--- config.mk ---
export PLATFORM = sky130hd
export DESIGN_NAME = uart_tx_ctrl
export DESIGN_NICKNAME = d
export VERILOG_FILES = /design/src/rtl/uart_tx_ctrl.sv
export SDC_FILE = /design/constraint.sdc
export NUM_CORES = 1
export LEC_CHECK = 0
export BUFFER_PORTS_ARGS = -buffer_cell sky130_fd_sc_hd__buf_2
export CAP_MARGIN = 15
export CORE_MARGIN = 2
export CORE_UTILIZATION = 54
export CTS_CLUSTER_DIAMETER = 60
export DETAILED_ROUTE_END_ITERATION = 7
export GPL_ROUTABILITY_DRIVEN = 0
export PLACE_DENSITY = 0.85
export SLEW_MARGIN = 25
export SYNTH_ARGS = -nofsm -noshare
export SYNTH_HDL_FRONTEND = slang
export SYNTH_SLANG_ARGS = --single-unit
export TNS_END_PERCENT = 30
--- constraint.sdc ---
create_clock -name clk -period 2.3 [get_ports clk]
set_input_delay 0.115 -clock clk [delete_from_list [all_inputs] [get_ports clk]]
set_output_delay 0.115 -clock clk [all_outputs]
set_load 0.05 [all_outputs]
--- src/rtl/uart_tx_ctrl.sv ---
// UART transmit framing controller.
// Buffers one word and paces a downstream parallel-to-serial shifter.
module uart_tx_ctrl #(
  parameter int DATA_BITS    = 8,
  parameter int CLKS_PER_BIT = 10,
  parameter int PARITY_EN    = 1,
  parameter int PARITY_ODD   = 0,
  localparam int FRAME_BITS  = DATA_BITS + 2 + PARITY_EN
) (
  input  logic                  clk,
  input  logic                  n_rst,
  input  logic [DATA_BITS-1:0]  tx_data,
  input  logic                  tx_valid,
  output logic                  tx_ready,
  output logic                  load_enable,
  output logic                  shift_enable,
  output logic [FRAME_BITS-1:0] parallel_in,
  output logic                  tx_busy,
  output logic                  frame_done
);

  localparam int CW = $clog2(CLKS_PER_BIT);
  localparam int BW = $clog2(FRAME_BITS);
  localparam logic [CW-1:0] CLK_LAST = CW'(CLKS_PER_BIT - 1);
  localparam logic [BW-1:0] BIT_LAST = BW'(FRAME_BITS - 1);

  typedef enum logic {
    IDLE,
    SHIFT
  } state_e;

  state_e               state_q, state_d;
  logic [CW-1:0]        clk_cnt_q, clk_cnt_d;
  logic [BW-1:0]        bit_cnt_q, bit_cnt_d;
  logic [DATA_BITS-1:0] buf_data_q, buf_data_d;
  logic                 buf_valid_q, buf_valid_d;
  logic                 accept;

  // Ready depends only on registered state; no path from tx_valid.
  assign tx_ready = !buf_valid_q;
  assign accept   = tx_valid && !buf_valid_q;

  // Frame image: start, data LSB-first, optional parity, stop.
  always_comb begin
    parallel_in = '0;
    parallel_in[FRAME_BITS-1] = 1'b0;
    for (int i = 0; i < DATA_BITS; i++) begin
      parallel_in[FRAME_BITS-2-i] = buf_data_q[i];
    end
    if (PARITY_EN != 0) begin
      parallel_in[1] = (PARITY_ODD != 0) ? ~^buf_data_q : ^buf_data_q;
    end
    parallel_in[0] = 1'b1;
  end

  // Bit pacing FSM: next state, counters and strobes.
  always_comb begin
    state_d      = state_q;
    clk_cnt_d    = clk_cnt_q;
    bit_cnt_d    = bit_cnt_q;
    load_enable  = 1'b0;
    shift_enable = 1'b0;
    frame_done   = 1'b0;
    tx_busy      = 1'b0;
    unique case (state_q)
      IDLE: begin
        if (buf_valid_q) begin
          load_enable = 1'b1;
          clk_cnt_d   = '0;
          bit_cnt_d   = '0;
          state_d     = SHIFT;
        end
      end
      SHIFT: begin
        tx_busy = 1'b1;
        if (clk_cnt_q == CLK_LAST) begin
          clk_cnt_d = '0;
          if (bit_cnt_q < BIT_LAST) begin
            shift_enable = 1'b1;
            bit_cnt_d    = bit_cnt_q + 1'b1;
          end else begin
            frame_done = 1'b1;
            if (buf_valid_q) begin
              // Chain the next frame with no idle gap.
              load_enable = 1'b1;
              bit_cnt_d   = '0;
            end else begin
              // Shift in the idle fill so the line rests high.
              shift_enable = 1'b1;
              state_d      = IDLE;
            end
          end
        end else begin
          clk_cnt_d = clk_cnt_q + 1'b1;
        end
      end
      default: state_d = IDLE;
    endcase
  end

  // One-entry buffer: filled on accept, emptied by each load.
  always_comb begin
    buf_valid_d = buf_valid_q;
    buf_data_d  = buf_data_q;
    if (load_enable) begin
      buf_valid_d = 1'b0;
    end else if (accept) begin
      buf_valid_d = 1'b1;
      buf_data_d  = tx_data;
    end
  end

  // State registers with synchronous active-low reset.
  always_ff @(posedge clk) begin
    if (!n_rst) begin
      state_q     <= IDLE;
      clk_cnt_q   <= '0;
      bit_cnt_q   <= '0;
      buf_data_q  <= '0;
      buf_valid_q <= 1'b0;
    end else begin
      state_q     <= state_d;
      clk_cnt_q   <= clk_cnt_d;
      bit_cnt_q   <= bit_cnt_d;
      buf_data_q  <= buf_data_d;
      buf_valid_q <= buf_valid_d;
    end
  end

endmodule

After elaboration in Yosys (flattened, before gate mapping)

Index checks and enable logic that the tools add are counted.

Reduce and logical (&&, ||, !) cells: 5
Multiplexer cells: 22
Magnitude comparators: 1
Bitwise logic cells: 3
Eq/ne operators: 3
Add/subtract/negate cells: 2

Operators with widths:

| cell                | number |
|---|---|
| $mux 4              | 5 |
| $pmux 4 s2          | 2 |
| $mux 1              | 13 |
| $add 4x1->4 const B | 2 |
| $reduce_xor 8->1    | 1 |
| $eq 4x4->1 const B  | 1 |
| $lt 4x4->1 const B  | 1 |
| $pmux 1 s2          | 2 |
| $not 1->1           | 3 |
| $ne 2x1->1 const B  | 1 |
| $ne 2x2->1 const B  | 1 |
| $reduce_and 2->1    | 1 |
| $reduce_or 2->1     | 1 |
| $logic_and 1x1->1   | 1 |
| $logic_not 1->1     | 1 |

Register bits after elaboration: 18
Output and inout port bits: 16
Logic and storage cells: 41
Bits of input ports: 11

Longest topological paths before layout

Depth in word-level cells: 6
Gate-level depth with buffers: 6
Gate-level depth less buffers: 6

Least setup slack after synthesis

No wires, ideal clock.

Path kind: reg-to-output
Start point: register buf_data_q[7]
End point: output port parallel_in[1]
Cell stages (with the launch flop): 4
Buffers on the path: 0
Setup slack: 0.386 ns
Arrival time: 1.799 ns
Required time: 2.185 ns
Path through: dfxtp_1 > xor2_1 > xnor2_1 > xnor2_1

Word-level cells in the longest chain between the ends: 1

Ends and longest elaborated chain:

| what                     | RTL line | text |
|---|---|---|
| start: declaration       | 35       | `logic [DATA_BITS-1:0] buf_data_q, buf_data_d;` |
| start signal: assignment | 125      | `buf_data_q <= buf_data_d;` |
| $reduce_xor 8->1         | 51       | `parallel_in[1] = (PARITY_ODD != 0) ? ~^buf_data_q : ^buf_data_q;` |
| end: declaration         | 17       | `output logic [FRAME_BITS-1:0] parallel_in,` |

No other way between the ends.

Final worst setup path

Start point: register clk_cnt_q[0]
End point: output port load_enable

Word-level cells in the longest chain between the ends: 3

Ends and longest elaborated chain:

| what                     | RTL line | text |
|---|---|---|
| start: declaration       | 33       | `logic [CW-1:0] clk_cnt_q, clk_cnt_d;` |
| start signal: assignment | 123      | `clk_cnt_q <= clk_cnt_d;` |
| $eq 4x4->1               | 76       | `if (clk_cnt_q == CLK_LAST) begin` |
| $mux 1                   | 76       |  |
| $pmux 1 s2               | 65       | `unique case (state_q)` |
| end: declaration         | 15       | `output logic load_enable,` |

No other way between the ends.

==> results.sh <==
export IMPL_status="finished, final reports clean"
export IMPL_period_needed_ps=1890
export IMPL_p_switching_uw=254
export IMPL_synth_fp_nets=116
export IMPL_p_clk_share_pct=26.6
export IMPL_num_antenna_cells=0
export IMPL_critPathLaunchType="register"
export IMPL_die_w_um=46.1
export IMPL_cap_violations=0
export IMPL_area_delta_synth_final_pct=15.8
export IMPL_syn_avg_cell_area_um2=9.38
export IMPL_cts_sinks=18
export IMPL_start_util_pct=56.7
export IMPL_ioPinCount=27
export IMPL_synth_warnings=0
export IMPL_drt_iter0_markers=3
export IMPL_p_int_uw=485
export IMPL_comb_power_share_pct=26.8
export IMPL_ir_drop_uv=322
export IMPL_grt_usage_pct=18.2
export IMPL_die_area_um2=2130
export IMPL_clk_latency_ps=300
export IMPL_report_final_slew_viol_count=0
export IMPL_wl_per_cell_um=12.2
export IMPL_finish_net_count=141
export IMPL_synth_seq_area_share_pct=37.6
export IMPL_min_path_type="in -> reg"
export IMPL_vias=764
export IMPL_drive_gt1_share_pct=26.2
export IMPL_netlist_instances=102
export IMPL_cts_hold_buf=0
export IMPL_synth_cell_types=32
export IMPL_route_met2_wl_um=848
export IMPL_cp_arrival_ps=1770
export IMPL_layout_common_cells="buf_2 (24), dfxtp_1 (18), nor2b_1 (11)"
export IMPL_met1_length_um=780
export IMPL_hpwl_um=1340
export IMPL_antenna_found_initial=0
export IMPL_crit_path_max_fanout=6
export IMPL_setup_slack_ps=413
export IMPL_first_pass_iters=3
export IMPL_crit_type="reg -> out"
export IMPL_cts_setup_buffers=0
export IMPL_grt_max_degree=20
export IMPL_rsz0062_at_grt="false"
export IMPL_tns_ps=0
export IMPL_place_area_um2=1070
export IMPL_layout_commonest_cell="buf_2"
export IMPL_finalInstanceArea_um2=1110
export IMPL_cts_made_buffers=3
export IMPL_drc_errors=0
export IMPL_grt_pass1_vias=688
export IMPL_cts_clk_slew_worst_paths_ps=100
export IMPL_cts_root_buf="clkbuf_4"
export IMPL_row_count=15
export IMPL_wl_met3_um=92
export IMPL_pwr_density_cell_nw_per_um2=667
export IMPL_post_place_ws_ps=755
export IMPL_post_cts_resized=0
export IMPL_seq_power_share_pct=46.7
export IMPL_stdcell_count=143
export IMPL_cts_buffer_depth=2
export IMPL_hold_viol=0
export IMPL_sw_frac_of_total_pct=34.4
export IMPL_cts_tree="done"
export IMPL_cp_end_kind="output pin"
export IMPL_dieHeight_um=46.1
export IMPL_htreeDepth=1
export IMPL_highest_layer="met4"
export IMPL_skew_ps=4.19
export IMPL_antenna_left=0
export IMPL_wirelength_um=1750
export IMPL_grt_pass1_wl_um=2730
export IMPL_placedCellCount=139
export IMPL_grt_overflow=0
export IMPL_fmax_ghz=0.530
export IMPL_setup_viol=0
export IMPL_core_um2=1690
export IMPL_post_route_period_util_pct=82.0
export IMPL_p_leak_uw=0.000504
export IMPL_numPortBuffers=24
export IMPL_vias_per_cell=5.34
export IMPL_power_total_uw=739
export IMPL_ys_ff_latch=18
export IMPL_cp_required_ps=2180
export IMPL_fillCellCount=147
export IMPL_syn_area_um2=957
per-stage QoR:
step / hold slack [ps] / utilization [%]
5_1_grt: 96.2 / 65.6
2_1_floorplan: 243 / -
3_3_place_gp: 371 / 63.5
3_5_place_dp: 379 / 63.5
6_report: 72.2 / 65.6
4_1_cts: 70.1 / 65.6
Yosys cell counts, drive strengths merged:
cell type	number	share of area [%]
nand3b	3	2.7
nand3	3	1.6
o211ai	2	1.6
a21boi	3	2.4
o21ai	9	4.7
buf	4	3.1
nor2	4	1.8
nand2	4	1.6
and2	6	3.9
nand4	1	0.65
nand4b	2	3.4
o21a	2	1.6
ha	3	3.9
dfxtp	18	38
xnor2	6	5.5
mux2i	9	9.4
nor2b	11	7.2
conb	2	0.78
nand2b	1	0.65
clkbuf	1	0.39
o31ai	1	0.78
a31oi	1	0.65
xor2	1	0.92
inv	2	0.78
a21oi	2	1.4
o2bb2ai	1	0.92
power groups by stage:
stage | combinational (µW) | sequential (µW) | clock (µW)
final | 198 | 345 | 196
after global routing | 211 | 347 | 213
after CTS | 199 | 345 | 202
after detailed placement | 199 | 352 | 0
after global placement | 196 | 350 | 0
after floorplan | 128 | 383 | 0
sequential cells by signal, summed over array words and instances (netlist names):
signal and cells:
buf_data_q 8, bit_cnt_q 4, clk_cnt_q 4, buf_valid_q 1, state_q 1
cell families (layout without fill, tap and decap cells):
kind of cell,Yosys count,in the layout,synth area share [%]
AO/OA/AOI/OAI,21,21,14.0
adder cells (fa/ha/maj),3,3,3.92
flip-flops,18,18,37.6
other,2,2,0.785
buffers and inverters,7,31,4.31
AND/OR/NAND/NOR,35,35,23.5
XOR/XNOR,7,7,6.41
multiplexers,9,9,9.41
per-layer routing:
layer | vias up | global-route usage, %
met3 | 4 | 3.92
li1 | 395 | -
met2 | 17 | 33.6
met5 | - | 0
met1 | 348 | 19.2
met4 | 0 | 8.57
cell type report:
type / instances / area [µm²] / share of cell area [%]
inverter: 2 / 7.51 / 0.677
sequential: 18 / 360 / 32.5
timing repair buffer: 25 / 128 / 11.5
clock buffer: 4 / 36.3 / 3.27
tap: 17 / 21.3 / 1.92
multi-input combinational: 77 / 556 / 50.1
worst max-delay path: stages, from the launching register on:
cell and delay [ps]:
dfxtp_1 430, ha_1 270, nand3b_2 160, o21ai_1 180, and2_1 160, buf_2 270
path summary, 6_finish.rpt:
check                                  from                         end  slack (ps)  cells past startpoint
setup reg to reg  clk_cnt_q[0]$_SDFFE_PN0P_   bit_cnt_q[1]$_SDFFE_PN0P_         850                      5
hold reg to reg   bit_cnt_q[0]$_SDFFE_PN0P_   bit_cnt_q[0]$_SDFFE_PN0P_         500                      2
hold / removal                   tx_data[3]  buf_data_q[3]$_SDFFE_PN0P_          70                      3
setup / recovery  clk_cnt_q[0]$_SDFFE_PN0P_                 load_enable         410                      5
(Power assumes the default switching activity.)
